$ cat src/rtl/barker_corr.sv
// Serial Barker-code correlator: sliding-window agreement count, fill/search/holdoff
// framing, detection pulse and counter. Define INV_MATCH_EN to also detect inverted codes.
module barker_corr #(
   parameter int CODE_LEN = 11,
   parameter int CW       = 4,
   parameter int CNT_W    = 16
) (
   input  logic                clk,
   input  logic                rst,
   input  logic                din,
   input  logic                din_en,
   input  logic [CODE_LEN-1:0] code,
   input  logic [CW-1:0]       threshold,
   output logic                valid,
   output logic [CW-1:0]       corr,
   output logic                polarity,
   output logic [CNT_W-1:0]    det_cnt
);

   typedef enum logic [1:0] {FILL, SEARCH, HOLDOFF} state_t;

   state_t              state, state_nxt;
   logic [CODE_LEN-1:0] sr;
   logic                vld_q;       // a bit was shifted in on the previous edge
   logic [5:0]          fcnt, hcnt;
   logic [5:0]          mis, agree, win;
   logic                tru_ok, inv_ok, hit, hit_pol;

   // 6 bits hold 0..32, so the count never overflows for any legal CODE_LEN
   always_comb begin
      mis = '0;
      for (int i = 0; i < CODE_LEN; i++)
         mis = mis + 6'(sr[i] ^ code[i]);
      agree  = 6'(CODE_LEN) - mis;
      tru_ok = 32'(agree) >= 32'(threshold);
`ifdef INV_MATCH_EN
      inv_ok = 32'(mis) >= 32'(threshold);
`else
      inv_ok = 1'b0;
`endif
   end

   // Window evaluation lags the shift by one edge; the true match takes precedence.
   always_comb begin
      state_nxt = state;
      hit       = 1'b0;
      hit_pol   = 1'b0;
      case (state)
         FILL:
            if (din_en && fcnt == 6'(CODE_LEN - 1))
               state_nxt = SEARCH;
         SEARCH:
            if (vld_q && (tru_ok || inv_ok)) begin
               hit       = 1'b1;
               hit_pol   = ~tru_ok;
               state_nxt = HOLDOFF;
            end
         HOLDOFF:
            if (vld_q && hcnt == 6'(CODE_LEN - 2))
               state_nxt = SEARCH;
         default:
            state_nxt = FILL;
      endcase
      win = (hit && hit_pol) ? mis : agree;
   end

   always_ff @(posedge clk or negedge rst) begin
      if (!rst) begin
         state    <= FILL;
         sr       <= '0;
         vld_q    <= 1'b0;
         fcnt     <= '0;
         hcnt     <= '0;
         valid    <= 1'b0;
         corr     <= '0;
         polarity <= 1'b0;
         det_cnt  <= '0;
      end else begin
         state <= state_nxt;
         vld_q <= din_en;
         valid <= hit;
         if (din_en)
            sr <= {sr[CODE_LEN-2:0], din};
         if (state == FILL && din_en)
            fcnt <= fcnt + 6'd1;
         if (state == HOLDOFF && vld_q)
            hcnt <= (hcnt == 6'(CODE_LEN - 2)) ? '0 : hcnt + 6'd1;
         if (vld_q)
            corr <= CW'(win);
         if (hit) begin
            polarity <= hit_pol;
            det_cnt  <= det_cnt + 1'b1;
         end
      end
   end

endmodule

$ cat config.mk
export PLATFORM = sky130hd
export DESIGN_NAME = barker_corr
export DESIGN_NICKNAME = d
export VERILOG_FILES = /design/src/rtl/barker_corr.sv
export SDC_FILE = /design/constraint.sdc
export NUM_CORES = 1
export LEC_CHECK = 0
export ABC_CLOCK_PERIOD_IN_PS = 12500
export CORE_MARGIN = 1
export CORE_UTILIZATION = 45
export DETAILED_ROUTE_END_ITERATION = 8
export PLACE_DENSITY = 0.77
export SETUP_SLACK_MARGIN = 0.2
export SYNTH_ARGS = -nofsm -noshare
export SYNTH_HDL_FRONTEND = slang
export SYNTH_SLANG_ARGS = --single-unit
$ cat constraint.sdc
create_clock -name clk -period 12.5 [get_ports clk]
set_input_delay 1.25 -clock clk [delete_from_list [all_inputs] [get_ports clk]]
set_output_delay 1.25 -clock clk [all_outputs]
set_load 0.03 [all_outputs]
Yosys cells after proc, flatten, opt, wreduce, memory -nomap -nowiden
Cells that the tools add are included.

Bits in registers: 48. Output and inout bits: 22. Input port bits: 19.

$lt $le $gt $ge: 1. Bitwise gates (word level): 12. Equal/unequal tests: 7. Muxes and demuxes: 10. Add/subtract/negate cells: 14. Reductions and logical operators: 8.

Operators by type and width (count): $add 6x1->6 (5); $add 16x1->16 const B (1); $add 6x1->6 const B (2); $eq 6x4->1 const B (2); $xor 1x1->1 (11); $add 5x1->6 (1); $ge 6x4->1 (1); $logic_and 1x1->1 (6); $mux 2 (3); $mux 6 (1); $ne 2x2->1 const B (3); $pmux 2 s3 (1); $sub 4x6->6 const A (1); $add 4x1->5 (1); $add 3x1->4 (1); $mux 1 (4); $mux 4 (1); $add 2x1->3 (1); $reduce_and 3->1 (1); $add 1x1->2 (1); $eq 2x1->1 const B (1); $eq 2x2->1 const B (1); $logic_not 2->1 (1); $not 1->1 (1).

Longest topological paths before layout
Gate-level depths: netlist of run 1.

Word-level depth: 18. Depth in mapped cells: 19.

Worst setup path before layout of run 1
OpenSTA, ideal clock, no wires.

Path type: in2reg. From: input port code[0]. To: register det_cnt[3]. Library setup time: 134 ps. Path buffers: 1. Path slack: 7056 ps. Data arrival time: 5310 ps. Cell stages on the path: 19. Data required time: 12366 ps. Path through: xnor2_1 fa_1 inv_1 fa_1 inv_1 fa_1 fa_1 inv_1 fa_1 xnor2_1 ha_1 inv_1 ha_1 o21ai_1 a21oi_1 and4_4 buf_6 nand4_1 xnor2_1.

Cells in the longest elaborated chain, start to end: 16.

RTL lines: from (decl) (line 12) `input logic [CODE_LEN-1:0] code,`; $xor 1x1->1 (line 33) `mis = mis + 6'(sr[i] ^ code[i]);`; $add 1x1->2 (line 33); $add 2x1->3 (line 33); $add 3x1->4 (line 33); $add 4x1->5 (line 33); $add 5x1->6 (line 33); $add 6x1->6 (5 in series) (line 33); $sub 4x6->6 (line 34) `agree = 6'(CODE_LEN) - mis;`; named net agree[2] (line 26) `logic [5:0] mis, agree, win;`; $ge 6x4->1 (line 35) `tru_ok = 32'(agree) >= 32'(threshold);`; $logic_and 1x1->1 (line 53) `if (vld_q && (tru_ok || inv_ok)) begin`; $mux 1 (line 53); $mux 1 (line 48) `case (state)`; named net hit (line 27) `logic tru_ok, inv_ok, hit, hit_pol;`; to (signal assigned) (line 92) `det_cnt <= det_cnt + 1'b1;`; to (decl) (line 17) `output logic [CNT_W-1:0] det_cnt`.

The timed path passes the listed nets, and every way through them passes these cells. A chain may end at the register's enable or synchronous reset.

Final worst setup path of run 1
From: input port code[0]. To: register det_cnt[1].

Cells in the longest elaborated chain, start to end: 16.

RTL lines (line): $xor 1x1->1 (33); $add 1x1->2 (33); $add 2x1->3 (33); $add 3x1->4 (33); $add 4x1->5 (33); $add 5x1->6 (33); $add 6x1->6 (5 in series) (33); $sub 4x6->6 (34); named net agree[2] (26); $ge 6x4->1 (35); $logic_and 1x1->1 (53); $mux 1 (53); $mux 1 (48).

The timed path passes the listed nets, and every way through them passes these cells.

==> summary.md, run 1 <==
| Metric | Value |
|---|---|
| Outcome | finished, final reports clean |
| VDD IR-drop max | 0.1521 mV |
| Fin crit share | 46.75% |
| WS Path Type | in -> reg |
| CTS buffer count | 5 |
| Number of synthesized flops with an enable pin | 0 |
| Slowest-stage cell, CP | fa_1 |
| Critical Path Sink Type | flip-flop |
| Syn_area_per_cell | 11.72 um2 |
| CP arrival | 6.02 ns |
| Placer Congestion | 0.7739 |
| Pre-CTS setup slack | 6.347 ns |
| P_int | 503.9 uW |
| Post-synthesis async set-or-reset flop share | 100.0% |
| DR WL/cell | 13.12 um |
| Post-synthesis compound-gate area fraction | 3.203% |
| Most frequent cells in the layout | dfrtp_1, clkdlybuf4s50_1, xnor2_1 |
| Synth Flop Type | dfrtp_1 |
| Sink Count | 48 |
| 1st-iter DRT viols | 61 |
| Logic pwr share | 61.9% |
| Post-Route WL | 4237 um |
| CP Max Fanout | 13 |
| Post-synthesis mux area share | 7.321% |
| Worst Tran Pin Value | 0.6451 ns |
| DR pass1 iterations | 4 |
| Die H | 75.96 um |
| Maxcap violations | 0 |
| Post-Synth XOR/XNOR Area | 12.10% |
| Seq pwr share | 26.3% |
| Core Util, Final | 58.37% |
| Sequential cell area fraction in the yosys report | 48.81% |
| Post-CTS setup repair buffer count | 0 |
| Syn-to-layout area delta | 22.67% |
| Share of cells above drive strength 1 | 11.86% |
| Critical Path Source Type | primary input |
| Simple-gate share of the synthesized area | 13.12% |
| Final count of hold timing violations | 0 |
| RSZ-0062 raised after global routing | false |
| Vias in the first global route | 1,667 |
| Sw Share | 43.63% |
| Site Rows | 26 |
| CTS max path bufs | 2 |
| Syn Inst Count | 210 |
| Area post-placement | 2920 um2 |
| Setup ws final | 6.656 ns |
| Leakage | 1.382 nW |
| Final #Nets | 291 |
| Final antenna diode count | 0 |
| Sw power | 390.1 uW |
| Min cycle time layout | 5.844 ns |
| Design area | 3019 um2 |
| Clock power frac | 11.7% |
| Vias per cell | 5.031 |
| Drt drc | 0 |
| Netlist cell types | 34 |
| Worst path bufs/invs | 5 |
| CTS tree | yes |
| Later-pin clock latency in the skew report | 0.29 ns |
| PwrDens | 296.1 nW/um2 |
| Post-DP HPWL | 3143 um |
| Slowest cell delay on critical path | 0.58 ns |
| Die width | 75.96 um |
| Syn nets | 247 |
| Area share of fa/ha/maj cells after synthesis | 11.29% |
| Delay-heaviest family, CP | adder cells |
| Clock transition at the registers of the reported paths | 0.08 ns |
| Commonest non-fill, non-tap cell in the layout | dfrtp_1 |
| IO buf count | 40 |
| Seq cells post-synth | 48 |
| HP Class | reg -> reg |
| Max H-tree Level | 2 |
| Area of the die | 5769 um2 |
| Synth warn | 0 |
| Worst path most repeated cell | fa_1 |
| Antenna viol nets, final | 0 |
| Synthesized area | 2461 um2 |
| Initial Utilization | 47.58% |
| Resized cells post-CTS | 0 |
| CP cell instances | clkdlybuf4s50_1 > xnor2_1 > fa_1 > inv_1 > fa_1 > inv_1 > fa_1 > fa_1 > inv_1 > fa_1 > xnor2_1 > ha_1 > inv_1 > ha_1 > o21ai_1 > a21oi_1 > and4_4 > mux2_2 |
| Initial antenna violation count | 0 |
| All-Layer GR Usage | 16.23% |
| Final slew viol count | 0 |
| Final setup violation count | 0 |
| Setup TNS Final | 0 ns |
| GR Overflow Total | 0 |
| CTS Root Cell | clkbuf_8 |
| Largest net degree at the start of global routing | 49 |
| Clock skew | 0.005025 ns |
| Max-slew headroom | 56.66% |
| Largest family of logic cells by synthesized area | simple AND/OR/NAND/NOR gates |
| First-pass GRT wire length | 7362 um |
| Hold_buf cts | 0 |
| WP data required | 12.68 ns |
| Via count | 1,625 |
| Num ports | 41 |
| Core area | 5172 um2 |
| Max Clk Rate | 0.1711 GHz |
power by group through the flow:
stage	registers [mW]	clock network (mW)	logic [mW]
global route	0.241	0.114	0.636
global placement	0.237	0	0.521
CTS	0.235	0.108	0.562
floorplan	0.250	0	0.405
finish	0.236	0.105	0.554
detailed placement	0.238	0	0.547
through the flow:
stage               total power [mW]  std cells  hold WS [ns]
floorplan                     0.6551        210        0.4426
global placement              0.7583        317        0.4556
detailed placement            0.7854        317        0.4635
CTS                           0.9051        323        0.4787
global route                  0.9910        323        0.4937
finish                        0.8940        323        0.4729
area by class of cell:
class / instances / area [um2]
tap: 70 / 87.58
clock inverter: 1 / 30.03
multi-input combinational: 139 / 1157
sequential: 48 / 1201
fill: 419 / 2153
clock buffer: 5 / 68.82
inverter: 19 / 71.32
timing repair buffer: 41 / 402.9
Yosys cell counts, types with 2 or more instances:
cell / n / share of area [%]
a21o_1: 2 / 0.61
a21oi_1: 3 / 0.61
and3_1: 3 / 0.76
buf_6: 2 / 0.92
dfrtp_1: 48 / 49
fa_1: 7 / 5.7
ha_1: 11 / 5.6
inv_1: 19 / 2.9
mux2_2: 16 / 7.3
nand2_1: 16 / 2.4
nand3_1: 3 / 0.61
nand4_1: 10 / 2.5
nor2_1: 7 / 1.1
nor2b_1: 2 / 0.51
nor3_1: 7 / 1.4
o21ai_0: 3 / 0.61
o21ai_1: 2 / 0.41
xnor2_1: 24 / 8.5
xor2_1: 10 / 3.6
layer usage:
| metal | up-vias | wire (um) | global-route usage [%] |
|---|---|---|---|
| li1 | 790 | - | - |
| met1 | 807 | 1956 | 20.06 |
| met2 | 26 | 2132 | 27.82 |
| met3 | 2 | 119 | 4.096 |
| met4 | 0 | 29 | 5.192 |
| met5 | - | 0 | 0 |
final timing paths:
kind | endpoint | depth (start not counted) | from | slack (ns)
hold / removal | det_cnt[15] | 1 | det_cnt[15] | 0.47
hold reg to reg | det_cnt[15] | 1 | det_cnt[15] | 0.47
setup reg to reg | det_cnt[1] | 17 | sr[0] | 7.64
min in group asynchronous | corr[0] | 2 | rst | 1.05
setup / recovery | det_cnt[1] | 18 | code[0] | 6.66
max in group asynchronous | state[1] | 2 | rst | 11.06
registers in the layout, indices dropped and copies added, names as in the netlist, 2 cells and up:
signal	flops
hcnt	6
fcnt	6
sr	11
corr	4
state	2
det_cnt	16
worst register-to-register path, stage by stage, from the launching register on:
cell and delay, ns:
dfrtp_1 0.41, xnor2_1 0.16, fa_1 0.54, inv_1 0.05
fa_1 0.53, inv_1 0.06, fa_1 0.58, fa_1 0.19
inv_1 0.07, fa_1 0.37, xnor2_1 0.17, ha_1 0.29
inv_1 0.05, ha_1 0.26, o21ai_1 0.07, a21oi_1 0.23
and4_4 0.35, mux2_2 0.35
kinds of logic after synthesis:
family | after synthesis
AO/OA/AOI/OAI | 13
XOR/XNOR | 34
adder cells (fa/ha/maj) | 18
buffers and inverters | 23
flip-flops | 48
multiplexers | 16
AND/OR/NAND/NOR | 58
Note: power is estimated with default switching activity, not from simulation.
==> run 2, diff against run 1 <==
--- a/config.mk
+++ b/config.mk
@@ -5,7 +5,7 @@
 export SDC_FILE = /design/constraint.sdc
 export NUM_CORES = 1
 export LEC_CHECK = 0
-export ABC_CLOCK_PERIOD_IN_PS = 12500
+export ABC_CLOCK_PERIOD_IN_PS = 5900
 export CORE_MARGIN = 1
 export CORE_UTILIZATION = 45
 export DETAILED_ROUTE_END_ITERATION = 8
==> constraint.sdc (replaced) <==
create_clock -name clk -period 5.9 [get_ports clk]
set_input_delay 0.59 -clock clk [delete_from_list [all_inputs] [get_ports clk]]
set_output_delay 0.59 -clock clk [all_outputs]
set_load 0.03 [all_outputs]
==> run 2 against run 1 <==
  * Cell area decreased by 0.70%
  * Global-route usage shrank 0.26 points
  * Via count grew 1.2%
  * Critical path depth unchanged
  * Hold slack got worse by 0.099 ns
  * Clock skew up 0.0013 ns
  * Core utilization decreased by 0.41 points
  * Critical endpoint unchanged
  * Largest power group unchanged
==> summary.md, run 2 (same netlist as run 1, synthesis figures left out) <==
| Metric | Value |
|---|---|
| Syn-to-layout area delta | 21.81% |
| Final count of hold timing violations | 0 (unchanged) |
| Post-Route WL | 4206 um (-0.73%) |
| Hold_buf cts | 0 (unchanged) |
| Placer Congestion | 0.7740 (about the same) |
| Slowest cell delay on critical path | 0.57 ns (about the same) |
| Antenna viol nets, final | 0 (unchanged) |
| Design area | 2998 um2 (-0.70%) |
| Final #Nets | 291 (unchanged) |
| Sink Count | 48 (unchanged) |
| Die H | 75.96 um (unchanged) |
| CTS tree | yes |
| Min cycle time layout | 5.141 ns |
| Resized cells post-CTS | 0 (unchanged) |
| RSZ-0062 raised after global routing | false |
| CP cell instances | clkdlybuf4s50_1 > xnor2_1 > fa_1 > inv_1 > fa_1 > inv_1 > fa_1 > fa_1 > inv_1 > fa_1 > xnor2_1 > ha_1 > inv_1 > ha_1 > o21ai_1 > a21oi_1 > and4_4 > mux2_2 |
| Maxcap violations | 0 (unchanged) |
| R2r startpoint | sr[0] |
| All-Layer GR Usage | 15.97% (-0.26 points) |
| Critical Path Sink Type | flip-flop |
| Top reg by flops | det_cnt |
| Met3 Usage GRT | 3.494% (-0.60 points) |
| Largest net degree at the start of global routing | 49 (unchanged) |
| Vias in the first global route | 1,664 (-0.18%) |
| Via count | 1,644 (+1.2%) |
| Setup TNS Final | 0 ns (unchanged) |
| Fin crit share | 87.13% |
| Drt drc | 0 (unchanged) |
| Site Rows | 26 (unchanged) |
| CTS Root Cell | clkbuf_8 |
| Area post-placement | 2920 um2 (unchanged) |
| Pre-CTS setup slack | 0.4143 ns (-5.933 ns) |
| Die width | 75.96 um (unchanged) |
| Commonest non-fill, non-tap cell in the layout | dfrtp_1 |
| Num ports | 41 (unchanged) |
| Met2 Use GR | 27.64% (-0.18 points) |
| Final slew viol count | 0 (unchanged) |
| PwrDens | 608.8 nW/um2 (+110%) |
| Core area | 5172 um2 (unchanged) |
| Share of cells above drive strength 1 | 11.81% (-0.047 points) |
| Leakage | 1.373 nW (-0.66%) |
| Later-pin clock latency in the skew report | 0.29 ns (about the same) |
| Worst path bufs/invs | 5 (unchanged) |
| Setup ws final | 0.7593 ns (-5.896 ns) |
| First-pass GRT wire length | 7348 um (-0.19%) |
| Worst Tran Pin Value | 0.6428 ns (-0.002308 ns) |
| WS Path Type | in -> reg |
| VDD IR-drop max | 0.3405 mV (+120%) |
| HP Class | in -> async |
| Max reg flops | 16 (unchanged) |
| Post-CTS setup repair buffer count | 0 (unchanged) |
| GR Util met1 | 19.68% (-0.38 points) |
| Delay-heaviest family, CP | adder cells |
| Area of the die | 5769 um2 (unchanged) |
| Most frequent cells in the layout | dfrtp_1, clkdlybuf4s50_1, xnor2_1 |
| Max Clk Rate | 0.1945 GHz |
| Final antenna diode count | 0 (unchanged) |
| Tot Pwr | 1.825 mW (+100%) |
| CTS max path bufs | 2 (unchanged) |
| DR pass1 iterations | 4 (unchanged) |
| 1st-iter DRT viols | 45 (-26%) |
| Clock skew | 0.006370 ns (+0.001345 ns) |
| CP Max Fanout | 13 (unchanged) |
| R2r worst-path depth | 17 (unchanged) |
| Initial antenna violation count | 0 (unchanged) |
| Outcome | finished, final reports clean |
| CTS buffer count | 5 (unchanged) |
| Worst path most repeated cell | fa_1 |
| Worst flop-to-flop path endpoint | det_cnt[1] |
| Max H-tree Level | 2 (unchanged) |
| Max-slew headroom | 56.82% (+0.15 points) |
| GR Overflow Total | 0 (unchanged) |
| DR WL/cell | 12.98 um (-1.0%) |
| IO buf count | 40 (unchanged) |
| WP data required | 6.08 ns (-6.60 ns) |
| CP arrival | 5.32 ns (-0.70 ns) |
| Slowest-stage cell, CP | fa_1 |
| Post-DP HPWL | 3172 um (+0.92%) |
| Clock transition at the registers of the reported paths | 0.08 ns (about the same) |
| Top Registers | det_cnt x16, sr x11 |
| Initial Utilization | 47.58% (unchanged) |
| Worst hold slack | 0.3735 ns (-0.09949 ns) |
| Critical Path Source Type | primary input |
| Fillers | 427 (+1.9%) |
| Vias per cell | 5.074 (+0.86%) |
| Grt peak-use layer | met2 |
| Final setup violation count | 0 (unchanged) |
| R2r setup slk | 1.07 ns (-6.57 ns) |
## run 2: changes by cell type in the layout (fill, tap and decap cells not counted)
| cell | change |
|---|---|
| clkbuf_1 | +1 |
| clkinv_2 | +1 |
| bufinv_16 | -1 |
## run 2: how the worst max path moves through the flow
stage | start | to | slack (ns) | cells past startpoint
4_1_cts | code[0] | det_cnt[1] | 0.71 | 18
6_report | code[0] | det_cnt[1] | 0.76 | 18
5_1_grt | code[0] | det_cnt[1] | 0.56 | 18
3_3_place_gp | code[0] | det_cnt[1] | 0.54 | 18
3_5_place_dp | code[0] | det_cnt[1] | 0.41 | 18
2_1_floorplan | code[0] | det_cnt[3] | 1.12 | 19
## run 2: metal layers
layer  vias up  wire [um]  part of all wire (%)
met4         0         59                   1.4
met1       811       1888                    45
met5         -          0                     0
met2        32       2091                    50
met3         7        167                   4.0
li1        794          -                     -
## run 2: layout make-up
class	instances	area [um2]	area share, %
multi-input combinational	139	1157	38.61
clock inverter	1	5.005	0.1669
timing repair buffer	41	402.9	13.44
tap	70	87.58	2.922
inverter	19	71.32	2.379
sequential	48	1201	40.07
clock buffer	6	72.57	2.421
## run 2: worst reg2reg max path: stages (launching register included)
cell,delay [ns]
dfrtp_1,0.41
xnor2_1,0.16
fa_1,0.54
inv_1,0.06
fa_1,0.53
inv_1,0.06
fa_1,0.57
fa_1,0.19
inv_1,0.06
fa_1,0.37
xnor2_1,0.17
ha_1,0.29
inv_1,0.05
ha_1,0.26
o21ai_1,0.07
a21oi_1,0.23
and4_4,0.35
mux2_2,0.35
## run 2: per-stage QoR
stage	utilization (%)	std cells
after floorplan	-	210
after global placement	56.46	317
after detailed placement	56.46	317
after CTS	57.96	324
after global routing	57.96	324
final	57.96	324
## run 2: report_power, final
part	internal [mW]	leakage, nW	switching [mW]
clock network	0.0808	0.0410	0.104
logic	0.520	0.724	0.621
registers	0.419	0.607	0.0800
==> run 3, diff against run 2 <==
--- a/config.mk
+++ b/config.mk
@@ -7,9 +7,10 @@
 export LEC_CHECK = 0
 export ABC_CLOCK_PERIOD_IN_PS = 5900
 export CORE_MARGIN = 1
-export CORE_UTILIZATION = 45
+export CORE_UTILIZATION = 42
 export DETAILED_ROUTE_END_ITERATION = 8
-export PLACE_DENSITY = 0.77
+export PLACE_DENSITY = 0.73
+export RECOVER_POWER = 25
 export SETUP_SLACK_MARGIN = 0.2
 export SYNTH_ARGS = -nofsm -noshare
 export SYNTH_HDL_FRONTEND = slang
==> run 3 against run 2 <==
  * The run now ends with max-capacitance violations, max-slew violations left
  * Register-to-register slack improved by 0.02 ns
  * Non-clock buffer count fell by 1
  * Worst setup slack gained 0.036 ns
  * Critical path type unchanged
  * Largest cell class unchanged
==> summary.md, run 3 (same netlist as run 1, synthesis figures left out) <==
| Metric | Value |
|---|---|
| Commonest non-fill, non-tap cell in the layout | dfrtp_1 |
| Antenna viol nets, final | 0 (unchanged) |
| Critical Path Source Type | primary input |
| Placer Congestion | 0.7339 (-5.2%) |
| IO buf count | 40 (unchanged) |
| Top Registers | det_cnt x16, sr x11 |
| Leakage | 1.385 nW (+0.93%) |
| Failing checks | max-capacitance violations, max-slew violations |
| Post-CTS setup repair buffer count | 0 (unchanged) |
| Die H | 78.55 um (+3.4%) |
| Post-Route WL | 4279 um (+1.7%) |
| Site Rows | 27 (+3.8%) |
| Setup TNS Final | 0 ns (unchanged) |
| Worst hold endpoint | det_cnt[15] |
| CTS max path bufs | 2 (unchanged) |
| Max reg flops | 16 (unchanged) |
| Design area | 3035 um2 (+1.3%) |
| Clock transition at the registers of the reported paths | 0.09 ns (about the same) |
| Vias in the first global route | 1,620 (-2.6%) |
| Max Clk Rate | 0.1959 GHz (+0.71%) |
| Final slew viol count | 49 (+49) |
| Worst flop-to-flop path endpoint | det_cnt[1] |
| Worst hold slack | 0.4736 ns (+0.1001 ns) |
| Initial Utilization | 44.15% (-3.4 points) |
| Final #Nets | 290 (-0.34%) |
| Top reg by flops | det_cnt |
| GR Overflow Total | 0 (unchanged) |
| Area of the die | 6170 um2 (+6.9%) |
| Final setup violation count | 0 (unchanged) |
| Vias per cell | 4.917 (-3.1%) |
| Later-pin clock latency in the skew report | 0.30 ns (about the same) |
| CTS Root Cell | clkbuf_8 |
| R2r startpoint | sr[1] |
| Outcome | complete, but fails checks |
| DR WL/cell | 13.13 um (+1.1%) |
| Fillers | 473 (+11%) |
| Hold Path Depth | 1 |
| Most frequent cells in the layout | dfrtp_1, clkdlybuf4s50_1, xnor2_1 |
| Largest net degree at the start of global routing | 49 (unchanged) |
| All-Layer GR Usage | 15.42% (-0.55 points) |
| Core area | 5574 um2 (+7.8%) |
| Sink Count | 48 (unchanged) |
| Max-slew headroom | -68.53% (-130 points) |
| Area occupied by multi-input gates | 1157 um2 (unchanged) |
| VDD IR-drop max | 0.3252 mV (-4.5%) |
| CP arrival | 5.29 ns (-0.03 ns) |
| CTS tree | yes |
| Min cycle time layout | 5.104 ns (-0.03628 ns) |
| Resized cells post-CTS | 0 (unchanged) |
| Via count | 1,603 (-2.5%) |
| Share of cells above drive strength 1 | 11.81% (unchanged) |
| PwrDens | 620.5 nW/um2 (+1.9%) |
| Area post-placement | 2915 um2 (-0.17%) |
| Final antenna diode count | 0 (unchanged) |
| R2r setup slk | 1.09 ns (+0.02 ns) |
| First-pass GRT wire length | 7403 um (+0.75%) |
| WP data required | 6.09 ns (about the same) |
| Sequential cell area | 1201 um2 (unchanged) |
| Tot Pwr | 1.883 mW (+3.2%) |
| R2r worst-path depth | 17 (unchanged) |
| DR pass1 iterations | 4 (unchanged) |
| CTS buffer count | 5 (unchanged) |
| Core Util, Final | 54.46% (-3.5 points) |
| 1st-iter DRT viols | 96 (+110%) |
| Max H-tree Level | 2 (unchanged) |
| HP Class | reg -> reg |
| Post-DP HPWL | 3199 um (+0.86%) |
| Clock skew | 0.009948 ns (+0.003578 ns) |
| Initial antenna violation count | 0 (unchanged) |
| Hold path startpoint | det_cnt[15] |
| Critical Path Sink Type | flip-flop |
| Syn-to-layout area delta | 23.33% |
| Die width | 78.55 um (+3.4%) |
| Hold_buf cts | 0 (unchanged) |
| CP Max Fanout | 13 (unchanged) |
| Fin crit share | 86.51% (-0.61 points) |
| Drt drc | 0 (unchanged) |
| WS Path Type | in -> reg |
| RSZ-0062 raised after global routing | false |
| Num ports | 41 (unchanged) |
| Maxcap violations | 1 (+1) |
| Worst Tran Pin Value | 2.528 ns (+1.885 ns) |
| Final count of hold timing violations | 0 (unchanged) |
[run 3: changes by cell type in the layout (fill, tap and decap cells not counted)]
cell and change:
buf_2 -1, buf_4 -1, bufinv_16 +1, clkbuf_8 +1, clkinv_2 -1, clkinv_4 +1
[run 3: metrics by stage]
stage,worst slack (ns),std cells
final,0.7956,326
after global placement,0.5720,318
after detailed placement,0.4601,318
after floorplan,1.116,210
after global routing,0.5660,326
after CTS,0.7880,326
[run 3: worst max path at each step]
stage,from,endpoint,slack [ns],cells after the start
after floorplan,code[0],det_cnt[3],1.12,19
after global placement,code[0],det_cnt[1],0.57,18
after detailed placement,code[0],det_cnt[1],0.46,18
after CTS,code[1],det_cnt[1],0.79,18
after global routing,code[0],det_cnt[5],0.57,19
final,code[0],det_cnt[1],0.80,18
[run 3: power breakdown]
part | total (mW) | leakage (nW) | internal, mW | switching (mW)
logic | 1.14 | 0.717 | 0.518 | 0.622
clock network | 0.246 | 0.0614 | 0.139 | 0.108
registers | 0.497 | 0.607 | 0.419 | 0.0783
total | 1.88 | 1.39 | 1.08 | 0.808
[run 3: worst max-delay path, cell delays in order]
cell             delay (ns)
clkdlybuf4s50_1        0.41
xnor2_1                0.15
fa_1                   0.54
inv_1                  0.05
fa_1                   0.52
inv_1                  0.05
fa_1                   0.56
fa_1                   0.18
inv_1                  0.06
fa_1                   0.37
xnor2_1                0.18
ha_1                   0.31
inv_1                  0.05
ha_1                   0.26
o21ai_1                0.07
a21oi_1                0.22
and4_4                 0.36
mux2_2                 0.35
[run 3: area by class of cell]
class	count	share of cell area (%)
repair buffers	40	12.98
inverters	19	2.350
clock inverters	2	1.278
flip-flops and latches	48	39.57
well taps	72	2.968
clock buffers	6	2.721
multi-input cells	139	38.13
[run 3: per-layer routing]
layer	track usage, %	wire [um]	vias up
li1	-	-	791
met1	20.33	2017	783
met2	24.61	2043	23
met3	3.605	143	6
met4	5.741	74	0
met5	0	0	-
